File: config.mk
export PLATFORM = sky130hd
export DESIGN_NAME = dm_arbiter
export DESIGN_NICKNAME = d
export VERILOG_FILES = /design/src/rtl/dm_arbiter.sv
export SDC_FILE = /design/constraint.sdc
export NUM_CORES = 1
export LEC_CHECK = 0
export CAP_MARGIN = 10
export CORE_ASPECT_RATIO = 0.75
export CORE_UTILIZATION = 45
export CTS_CLUSTER_DIAMETER = 40
export DETAILED_ROUTE_END_ITERATION = 12
export PLACE_DENSITY_LB_ADDON = 0.3
export SLEW_MARGIN = 5
export SYNTH_ARGS = -nofsm -noshare
export SYNTH_HDL_FRONTEND = slang
export SYNTH_SLANG_ARGS = --single-unit
File: constraint.sdc
create_clock -name clk -period 3.2 [get_ports clk]
set_clock_uncertainty 0.05 [all_clocks]
set_input_delay 0.48 -clock clk [delete_from_list [all_inputs] [get_ports clk]]
set_output_delay 0.48 -clock clk [all_outputs]
set_load 0.01 [all_outputs]
File: src/rtl/dm_arbiter.sv
// dm_arbiter: two-port round-robin arbiter and byte/half read-modify-write sequencer for dm_1k
module dm_arbiter #(
  parameter int ADDR_W    = 10,
  parameter int MEM_BYTES = 1024
) (
  input  logic              clk,
  input  logic              rst_n,
  input  logic              p0_req,
  input  logic              p0_we,
  input  logic [1:0]        p0_size,
  input  logic [ADDR_W-1:0] p0_addr,
  input  logic [31:0]       p0_wdata,
  output logic              p0_gnt,
  output logic              p0_done,
  output logic              p0_err,
  output logic [31:0]       p0_rdata,
  input  logic              p1_req,
  input  logic              p1_we,
  input  logic [1:0]        p1_size,
  input  logic [ADDR_W-1:0] p1_addr,
  input  logic [31:0]       p1_wdata,
  output logic              p1_gnt,
  output logic              p1_done,
  output logic              p1_err,
  output logic [31:0]       p1_rdata,
  output logic [ADDR_W-1:0] mem_addr,
  output logic [31:0]       mem_din,
  output logic              mem_we,
  input  logic [31:0]       mem_dout
);
  typedef enum logic [2:0] {IDLE, ACC, RMW_RD, RMW_WR, ERR} state_t;
  state_t r_state, w_next;
  logic r_last, r_id, r_we;
  logic [1:0] r_size, r_done, r_err, w_size;
  logic [ADDR_W-1:0] r_addr, w_addr;
  logic [31:0] r_wdata, r_merge, r_rdata0, r_rdata1, w_wdata, w_mask, w_load;
  logic [ADDR_W:0] w_end;
  logic w_g0, w_g1, w_we, w_oob, w_fin, w_upd;
  assign w_g0 = r_state == IDLE && p0_req && (!p1_req || r_last);
  assign w_g1 = r_state == IDLE && p1_req && (!p0_req || !r_last);
  assign w_we = w_g1 ? p1_we : p0_we;
  assign w_size = w_g1 ? p1_size : p0_size;
  assign w_addr = w_g1 ? p1_addr : p0_addr;
  assign w_wdata = w_g1 ? p1_wdata : p0_wdata;
  assign w_end = {1'b0, w_addr} + (ADDR_W+1)'(w_size[1] ? 4 : w_size[0] ? 2 : 1);
  assign w_oob = w_end > (ADDR_W+1)'(MEM_BYTES);
  assign w_mask = r_size[1] ? 32'hffff_ffff : r_size[0] ? 32'h0000_ffff : 32'h0000_00ff;
  assign w_fin = r_state == ACC || r_state == RMW_WR || r_state == ERR;
  assign w_upd = (r_state == ACC && !r_we) || r_state == ERR;
  assign w_load = r_state == ERR ? '0 : mem_dout & w_mask;
  assign p0_done = r_done[0];
  assign p1_done = r_done[1];
  assign p0_err = r_err[0];
  assign p1_err = r_err[1];
  assign p0_rdata = r_rdata0;
  assign p1_rdata = r_rdata1;
  // state register; reset drops any in-flight access
  always_ff @(posedge clk)
    if (!rst_n) r_state <= IDLE;
    else r_state <= w_next;
  // next state: IDLE dispatches the granted access, RMW_RD chains into RMW_WR, all else returns to IDLE
  always_comb
    w_next = r_state == RMW_RD ? RMW_WR :
             r_state != IDLE ? IDLE :
             !(w_g0 || w_g1) ? IDLE :
             w_oob ? ERR :
             (!w_we || w_size[1]) ? ACC : RMW_RD;
  // grants and memory-side drive; the write merge keeps the upper bytes read back in RMW_RD
  always_comb begin
    p0_gnt = w_g0;
    p1_gnt = w_g1;
    mem_addr = (r_state == ACC || r_state == RMW_RD || r_state == RMW_WR) ? r_addr : '0;
    mem_we = (r_state == ACC && r_we) || r_state == RMW_WR;
    mem_din = r_state == RMW_WR ? (r_merge & ~w_mask) | (r_wdata & w_mask) :
              (r_state == ACC && r_we) ? r_wdata : '0;
  end
  // request latch, merge capture, registered completion pulses and per-port read data
  always_ff @(posedge clk)
    if (!rst_n) begin
      r_last <= 1'b1;
      r_id <= 1'b0;
      r_we <= 1'b0;
      r_size <= '0;
      r_addr <= '0;
      r_wdata <= '0;
      r_merge <= '0;
      r_done <= '0;
      r_err <= '0;
      r_rdata0 <= '0;
      r_rdata1 <= '0;
    end else begin
      if (w_g0 || w_g1) begin
        r_last <= w_g1;
        r_id <= w_g1;
        r_we <= w_we;
        r_size <= w_size;
        r_addr <= w_addr;
        r_wdata <= w_wdata;
      end
      if (r_state == RMW_RD) r_merge <= mem_dout;
      r_done <= w_fin ? (r_id ? 2'b10 : 2'b01) : 2'b00;
      r_err <= r_state == ERR ? (r_id ? 2'b10 : 2'b01) : 2'b00;
      if (w_upd && !r_id) r_rdata0 <= w_load;
      if (w_upd && r_id) r_rdata1 <= w_load;
    end
endmodule

# Yosys cells after proc, flatten, opt, wreduce, memory -nomap -nowiden
# Index checks and enable logic that the tools add are counted.
# Widths: inputs -> output; s select.
[word_totals] ff_bits=150 in_bits=126 output_inout_bits=113
[op_classes] n_addsub=1 n_lt_le_gt_ge=1 n_eq_ne=4 mux=18 bitwise=7 n_reduce_logical=29
[ops] op="$mux 32" count=5
[ops] op="$and 32x32->32" count=3
[ops] op="$not 32->32" count=1
[ops] op="$or 32x32->32" count=1
[ops] op="$mux 10" count=2
[ops] op="$mux 16" count=1
[ops] op="$mux 2" count=7
[ops] op="$add 10x3->11" count=1
[ops] op="$gt 11x11->1 const B" count=1
[ops] op="$logic_or 1x1->1" count=10
[ops] op="$logic_and 1x1->1" count=8
[ops] op="$eq 3x2->1 const B" count=2
[ops] op="$logic_not 1->1" count=6
[ops] op="$mux 3" count=2
[ops] op="$reduce_and 2->1" count=2
[ops] op="$reduce_or 4->1" count=1
[ops] op="$eq 3x1->1 const B" count=1
[ops] op="$eq 3x3->1 const B" count=1
[ops] op="$logic_not 3->1" count=1
[ops] op="$reduce_bool 3->1" count=1
[ops] op="$not 1->1" count=2
[ops] op="$mux 1" count=1

# Logic depth before layout (Yosys ltp)
# Gate-level depths: netlist (run 1).
[logic_depth] word_depth=12 ltp_mapped=14

# Worst setup path after synthesis (run 1)
# No wires, ideal clock.
[synth_path] path_kind="reg2reg" startpoint="register r_state[1]" endpoint="register r_state[2]" arrival_time_ns=2.825 required_ns=3.090 setup_slack_ns=0.265 path_stages_with_launch=15 n_path_buf=2 path_cell_list="dfxtp_1 -> buf_2 -> nor3_1 -> nand3_2 -> buf_2 -> mux2i_1 -> and2_1 -> ha_1 -> inv_1 -> fa_1 -> nor2b_1 -> a21boi_0 -> o22ai_1 -> a211oi_1 -> and3_1"
[synth_via] elab_chain_cells=9
[synth_rtl] element="from (decl)" line="32" source="state_t r_state, w_next;"
[synth_rtl] element="from (signal assigned)" line="60" source="else r_state <= w_next;"
[synth_rtl] element="$logic_not 3->1" line="39, 40"
[synth_rtl] element="$logic_and 1x1->1 (2 in series)" line="40" source="assign w_g1 = r_state == IDLE && p1_req && (!p0_req || !r_last);"
[synth_rtl] element="$mux 2" line="42" source="assign w_size = w_g1 ? p1_size : p0_size;"
[synth_rtl] element="$mux 2" line="45" source="assign w_end = {1'b0, w_addr} + (ADDR_W+1)'(w_size[1] ? 4 : w_size[0] ? 2 : 1);"
[synth_rtl] element="$mux 3" line="45"
[synth_rtl] element="$add 10x3->11" line="45"
[synth_rtl] element="$gt 11x11->1" line="46" source="assign w_oob = w_end > (ADDR_W+1)'(MEM_BYTES);"
[synth_rtl] element="$mux 3" line="66" source="w_oob ? ERR :"
# Several ways; a longest one is shown, not always the timed one.
# A chain may end at the register's enable or synchronous reset.

# Final worst setup path (run 1)
[layout_path] startpoint="register r_state[2]" endpoint="output mem_din[9]"
[layout_via] elab_chain_cells=4
[layout_rtl] element="$eq 3x1->1" line="75" source="(r_state == ACC && r_we) ? r_wdata : '0;"
[layout_rtl] element="$logic_and 1x1->1" line="75"
[layout_rtl] element="$mux 32" line="75"
[layout_rtl] element="$mux 32 *" line="74" source="mem_din = r_state == RMW_WR ? (r_merge & ~w_mask) | (r_wdata & w_mask) :"
[layout_rtl] element="to (decl)" line="27" source="output logic [31:0] mem_din,"
# Every way passes the cells marked *; elsewhere a longest branch is shown, timed or not.

==> results of run 1 <==
## worst paths after layout
path / to / cells past startpoint / start
setup reg to reg: r_state[2]$_SDFF_PP0_ / 13 / r_state[0]$_SDFF_PN0_
hold / removal: p1_rdata[2]$_SDFFE_PN0P_ / 2 / p1_rdata[2]$_SDFFE_PN0P_
hold reg to reg: p1_rdata[2]$_SDFFE_PN0P_ / 2 / p1_rdata[2]$_SDFFE_PN0P_
setup / recovery: mem_din[9] / 6 / r_state[2]$_SDFF_PP0_
## layer usage
metal  vias up  track usage [%]
met5         -                0
met4         0             7.46
met3        24             7.68
met2       226             41.5
met1      2848             33.2
li1       2962                -
## cells by family (layout without fill, tap and decap cells)
family | Yosys count | in the layout | synth area share, %
simple gates | 289 | 289 | 19.9
compound gates | 173 | 173 | 22.1
flops | 142 | 142 | 44.3
buf+inv | 66 | 300 | 5.19
mux | 48 | 48 | 7.55
fa+ha+maj | 4 | 4 | 0.897
## final cells by class
type | instances | area, sq um
fillers | 1157 | 4250
multi-input cells | 514 | 3270
flip-flops and latches | 142 | 2840
repair buffers | 261 | 2560
clock buffers | 19 | 453
well taps | 175 | 219
clock inverters | 12 | 160
inverters | 8 | 30.0
## synth_stat cells (3+ instances only)
cell type	count
mux2i_1	45
buf_4	3
o21a_1	3
a22o_1	23
inv_1	8
buf_6	8
and2_1	21
o211a_1	43
buf_2	11
a21oi_1	4
nand3_1	71
a21boi_1	60
clkbuf_1	34
a21boi_0	32
nand2b_1	5
mux2_2	3
nand2_1	167
dfxtp_1	142
nor2_1	12
ha_1	3
## registers in the layout, summed over array words and instances (netlist names), 2 cells and up
| register | flops |
|---|---|
| r_size | 2 |
| r_state | 3 |
| r_done | 2 |
| p0_rdata | 32 |
| r_merge | 24 |
| r_addr | 10 |
| r_wdata | 32 |
| r_err | 2 |
| p1_rdata | 32 |
## stage by stage
stage / std cells / hold WS, ns / setup WS, ns / power [mW] / instance area [sq um]
after detailed placement: 1100 / 0.396 / -0.172 / 3.04 / 8920
after global routing: 1131 / 0.418 / 0.0102 / 5.28 / 9540
after global placement: 1100 / 0.390 / -0.0707 / 3.02 / 8920
final: 1131 / 0.400 / 0.143 / 5.05 / 9540
after CTS: 1131 / 0.404 / 0.0973 / 5.08 / 9540
after floorplan: 722 / 0.393 / 0.265 / 2.61 / 6420
## worst register-to-register path: stages, from the launching register on
cell and delay (ns):
dfxtp_1 0.34, nor3_1 0.18, buf_4 0.17, nand3_4 0.10, mux2i_1 0.24, inv_1 0.10
nor2_1 0.17, inv_1 0.08, fa_1 0.47, nor2b_1 0.16, a21boi_0 0.18, o22ai_1 0.12
a211oi_2 0.26, and3_1 0.20
## what timing repair did
action                                  CTS  global route
resized for setup                         0             2
endpoints found under the setup margin    0            13
hold endpoints to repair                  0             0
## power breakdown
group	switching (mW)	internal (mW)	total (mW)	leakage (nW)
Clock	0.778	1.27	2.05	0.288
Combinational	0.511	0.511	1.02	2.56
Sequential	0.0785	1.91	1.98	1.16
==> reports/metrics.cfg, run 1 <==
[outcome]
outcome=finished clean

[worst_setup_path]
cpPeakStageDelay_ns=0.59
worstSetupStartpointType=flip-flop
cp.required_ns=2.67
crit_fanout=8
reg2reg_setup_slack_ns=0.32
worstPathArrival_ns=2.53
end_kind=output port
cp_top_family=buffers and inverters
crit_chain=buf_4 > or2b_1 > nor2_1 > o21a_1 > a22o_1 > clkdlybuf4s50_1
critPathKind=flip-flop to output port
slowest_stage=clkdlybuf4s50_1
crit_buf_inv=2

[routing]
wl_met3_mm=1.49
drt_iter0_markers=351
avgViaCountPerCell=5.36
ant_nets=0
met2_length_mm=8.40
vias=6060
first_pass_iters=5
wirelength_mm=18.7
wl_met1_mm=8.56
drc=0
avgRoutedWirePerCell_um=16.6
top_layer=met4

[logic_synthesis]
yosys.area.top_type_share_pct=44.3
synthesis.nets=852
synth_area_leaders=dfxtp_1, nand2_1, a21boi_1
ys_seq_area_share_pct=44.3
yosysTopAreaCell=dfxtp_1
synth_edf_count=0
synthCells=722
synth-main-ff-cell=dfxtp_1
synth_seq_cells=142
synth.avg_cell_area_sq_um=8.89
async_reset_ff_share_pct=0
ys_types=38
synth_area_sq_um=6420
ys_warn_count=0

[cts]
ctsHoldBuffers=0
htree_levels=4
postCtsSetupBuffers=0
root_buffer=clkbuf_16
clk_path_buf_depth=2
clock_latency_ns=0.41
cts_made_buffers=17
cts_tree=yes
clk_transition_reported_paths_ns=0.06
numClockSinks=142

[timing]
setup-tns-final_ns=0
period_needed_ns=3.06
setup_viol_count_final=0
min_period_over_period_pct=95.5
worst_slew_pin_slew_ns=0.978
clock.fmax_ghz=0.327
hold_viol=0
slew_violations=0
max-slew-margin-rel_pct=34.8
rsz0062_at_grt=false

[global_routing]
overflow=0
grt_usage_pct=25.7
antenna_found_initial=0
grt_pass1_wl_mm=29.8
grt_max_degree=76
first_global_vias=5874

[die]
core_sq_um=13800
die_h_um=105
std_cell_rows=37
dieArea_sq_um=14700
pin_count=239
start_util_pct=46.5
die_width_um=140

[layout]
utilization_pct=69.2
drive_above_1_share_pct=6.80
diodes=0
mostFrequentLayoutCell=clkdlybuf4s50_1
layout_common_cells=clkdlybuf4s50_1, nand2_1, dfxtp_1, nand3_1, a21boi_1
nets=1074
area_growth_pct=48.7

[power_and_ir_drop]
p_leak_nw=4.01
power.density_nw_per_um2=529
ir_drop_mv=0.390

[worst_hold_path]
hold_class=flip-flop to flip-flop

[placed_design]
numPortBuffers=238
dp_hpwl_mm=13.1
gp_congestion=0.808

[run]
cap_viol_max_count=0

Power figures use the tool's default switching activity.
==> inputs of run 2 (changes only) <==
- CAP_MARGIN: 10 -> 20
- CORE_UTILIZATION: 45 -> 35
==> reports/metrics.cfg, run 2 (synthesis gave the netlist of run 1 again) <==
[global_routing]
antenna_found_initial=0
grt_max_degree=76
first_global_vias=5728
grt_pass1_wl_mm=30.9
overflow=0
grt_usage_pct=21.4

[routing]
avgRoutedWirePerCell_um=16.6
first_pass_iters=5
drt_iter0_markers=390
drc=0
vias=5995
ant_nets=0
wirelength_mm=19.9
avgViaCountPerCell=5.00

[timing]
worst_slew_pin_slew_ns=0.933
max-slew-margin-rel_pct=37.8
period_needed_ns=2.99
slew_violations=0
hold_viol=0
worst_slack_ns=0.207
setup_viol_count_final=0
min_period_over_period_pct=93.5
rsz0062_at_grt=false
clock.fmax_ghz=0.334
hold_ws_ns=0.403

[layout]
regArea_sq_um=2840
mostFrequentLayoutCell=clkdlybuf4s50_1
multi_input_area_sq_um=3270
diodes=0
area_growth_pct=50.6
layout_common_cells=clkdlybuf4s50_1, nand2_1, dfxtp_1, nand3_1, a21boi_1
fillers=1649
drive_above_1_share_pct=6.69
nets=1074

[die]
die_width_um=158
die_h_um=119
dieArea_sq_um=18900
pin_count=239
core_sq_um=17800
std_cell_rows=42
start_util_pct=36.0

[outcome]
outcome=finished clean

[worst_hold_path]
hold_class=flip-flop to flip-flop
hold_depth=2
holdCritStartpoint=p1_rdata[21]$_SDFFE_PN0P_

[cts]
ctsHoldBuffers=0
clk_path_buf_depth=2
htree_levels=4
clk_transition_reported_paths_ns=0.06
cts_tree=yes
cts_made_buffers=17
clock_latency_ns=0.41
numClockSinks=142
root_buffer=clkbuf_16

[placed_design]
numPortBuffers=238
dp_hpwl_mm=14.0
gp_congestion=0.828
place_ws_ns=-0.143

[worst_setup_path]
crit_path_start=r_state[2]$_SDFF_PP0_
end_kind=output port
critPathKind=flip-flop to output port
reg2reg_from=r_state[0]$_SDFF_PN0_
reg2reg_depth=13
crit_fanout=8
slowest_stage=clkdlybuf4s50_1
cpPeakStageDelay_ns=0.57
worstPathArrival_ns=2.46
worstSetupStartpointType=flip-flop
cp.required_ns=2.67
crit_chain=buf_4 > or2b_1 > nor2_1 > o21a_1 > a22o_1 > clkdlybuf4s50_1

[power_and_ir_drop]
ir_drop_mv=0.343
power.density_nw_per_um2=539
power_mw=5.21
p_leak_nw=4.03

[run]
cap_viol_max_count=0

-- run 2: changes by cell type in the layout (fill, tap and decap cells not counted) --
| cell | delta |
|---|---|
| inv_6 | +1 |
| nor2_1 | +1 |
| clkinv_4 | -1 |
| clkinvlp_4 | -2 |
| clkbuf_8 | -1 |
| nor2_2 | -1 |
| bufinv_16 | +2 |
| clkbuf_1 | +1 |
| clkinv_2 | +1 |
-- run 2: repair_timing --
item | in CTS | in global routing
gates resized for setup | 0 | 1
buffers inserted | 0 | 0
endpoints found under the hold margin | 0 | 0
endpoints found under the setup margin | 0 | 3
-- run 2: cell type report --
type / instances / share of cell area, %
clock inverters: 13 / 2.18
well taps: 242 / 3.13
inverters: 8 / 0.311
clock buffers: 19 / 4.58
multi-input cells: 514 / 33.8
repair buffers: 261 / 26.5
flip-flops and latches: 142 / 29.4
-- run 2: worst max-delay path, delay by kind of cell, from the launching register on --
family          cells  cell delay, ns
buf+inv             2            0.72
flops               1            0.31
simple gates        2            0.50
compound gates      2            0.52
-- run 2: per-stage QoR --
stage	cells	setup TNS [ns]	instance area, sq um	util, %
after floorplan	722	0	6420	-
final	1199	0	9660	54.2
after global routing	1199	0	9660	54.2
after detailed placement	1167	-0.408	9010	50.6
after global placement	1167	-0.155	9010	50.6
after CTS	1199	0	9660	54.2
-- run 2: final timing paths --
check	end	slack (ns)
hold reg to reg	p1_rdata[21]$_SDFFE_PN0P_	0.40
setup / recovery	mem_din[8]	0.21
hold / removal	p1_rdata[21]$_SDFFE_PN0P_	0.40
setup reg to reg	r_state[2]$_SDFF_PP0_	0.31
-- run 2: metal layers --
metal  part of all wire [%]  track usage (%)  wire, um  up-vias
li1                       -                -         -     2957
met1                     46             27.8      9160     2811
met2                     44             32.8      8770      209
met3                    9.0             8.92      1790       18
met4                   0.87             4.63       172        0
met5                      0                0         0        -
-- run 2: power by group --
| part | switching (mW) | leakage, nW | total (mW) | internal, mW |
|---|---|---|---|---|
| Combinational | 0.516 | 2.56 | 1.03 | 0.510 |
| Clock | 0.790 | 0.314 | 2.20 | 1.41 |
| Sequential | 0.0794 | 1.16 | 1.98 | 1.91 |
==> inputs of run 3 (changes only) <==
- CTS_BUF_LIST: unset -> sky130_fd_sc_hd__clkbuf_8
- GPL_TIMING_DRIVEN: unset -> 0
==> reports/metrics.cfg, run 3 (synthesis gave the netlist of run 1 again) <==
[outcome]
outcome=finished clean

[routing]
ant_nets=0
wirelength_mm=21.4
avgRoutedWirePerCell_um=17.3
avgViaCountPerCell=4.95
met2_length_mm=8.83
wl_met3_mm=1.73
drt_iter0_markers=340
top_layer=met4
vias=6119
first_pass_iters=5
drc=0
wl_met1_mm=10.5

[global_routing]
grt_max_degree=17
overflow=0
grt_usage_pct=23.1
first_global_vias=6101
antenna_found_initial=0
grt_pass1_wl_mm=33.1

[cts]
root_buffer=clkbuf_8
cts_tree=yes
numClockSinks=142
clock_latency_ns=0.45
clk_transition_reported_paths_ns=0.09
clk_path_buf_depth=2
htree_levels=4
cts_made_buffers=17

[timing]
worst_slack_ns=0.171
period_needed_ns=3.03
hold_ws_ns=0.374
slew_violations=0
hold_viol=0
worst_slew_pin_slew_ns=0.666
setup_viol_count_final=0
max-slew-margin-rel_pct=55.6
min_period_over_period_pct=94.7
clock.fmax_ghz=0.330

[placed_design]
post_dp_cell_area_sq_um=9090
numPortBuffers=237
gp_congestion=0.879
dp_hpwl_mm=16.5
place_ws_ns=-0.476

[die]
dieArea_sq_um=18900
die_h_um=119
start_util_pct=36.0
std_cell_rows=42
die_width_um=158
pin_count=239
core_sq_um=17800

[worst_setup_path]
slowest_stage=clkdlybuf4s50_1
critPathKind=flip-flop to output port
crit_chain=or2b_4 > nor2_4 > clkbuf_4 > a22o_1 > clkdlybuf4s50_1
worstPathArrival_ns=2.50
cpPeakStageDelay_ns=0.55
reg2reg_depth=14
crit_fanout=10
cp.required_ns=2.67
worstSetupStartpointType=flip-flop
end_kind=output port

[layout]
nets=1112
layout_common_cells=clkdlybuf4s50_1, nand2_1, dfxtp_1, nand3_1, a21boi_1
fillers=1682
diodes=0
design_area_sq_um=9610
area_growth_pct=49.7
mostFrequentLayoutCell=clkdlybuf4s50_1
drive_above_1_share_pct=7.44

[power_and_ir_drop]
power.density_nw_per_um2=480
p_leak_nw=3.97
ir_drop_mv=0.251
power_mw=4.61

[worst_hold_path]
hold_depth=2
hold_class=input pin to flip-flop

[run]
cap_viol_max_count=0

[run 3: layout make-up]
class | instances | area, sq um | area share (%)
Multi-Input combinational cell | 514 | 3300 | 34.4
Sequential cell | 142 | 2840 | 29.6
Timing Repair Buffer | 241 | 2400 | 25.0
Buffer | 58 | 310 | 3.23
Tap cell | 242 | 303 | 3.15
Clock buffer | 18 | 248 | 2.58
Clock inverter | 14 | 166 | 1.73
Inverter | 8 | 30.0 | 0.313
[run 3: where the power goes]
group	switching [mW]	internal, mW	leakage, nW	total, mW
Sequential	0.0815	1.90	1.16	1.98
Combinational	0.560	0.539	2.61	1.10
Clock	0.736	0.791	0.207	1.53
[run 3: metrics by stage]
stage,TNS [ns],utilization [%],cells
floorplan,0,-,722
global placement,-1.37,51.0,1201
detailed placement,-1.42,51.0,1201
CTS,0,53.7,1236
global route,-0.00581,53.9,1237
finish,0,53.9,1237
[run 3: final timing paths]
kind / startpoint / to / slack, ns
worst max register to register: r_state[1]$_SDFF_PN0_ / r_state[2]$_SDFF_PP0_ / 0.21
worst min-delay path: rst_n / p1_rdata[4]$_SDFFE_PN0P_ / 0.37
worst max-delay path: r_state[0]$_SDFF_PN0_ / mem_din[29] / 0.17
worst min register to register: p1_rdata[30]$_SDFFE_PN0P_ / p1_rdata[30]$_SDFFE_PN0P_ / 0.41
[run 3: metal layers]
layer,vias up,track usage (%)
met5,-,0
met4,0,7.03
met3,25,6.55
met2,217,33.9
met1,2844,32.5
li1,3033,-
[run 3: worst max-delay path, delay by kind of cell, from the launching register on]
family / cells / cell delay [ns]
flip-flops: 1 / 0.45
buffers and inverters: 2 / 0.81
AO/OA/AOI/OAI: 1 / 0.19
AND/OR/NAND/NOR: 2 / 0.61
[run 3: timing repair]
action,in CTS,in global routing
hold buffers,0,0
setup endpoints to repair,22,19
gates resized for setup,10,11
pin swaps,2,2
setup buffers,3,1
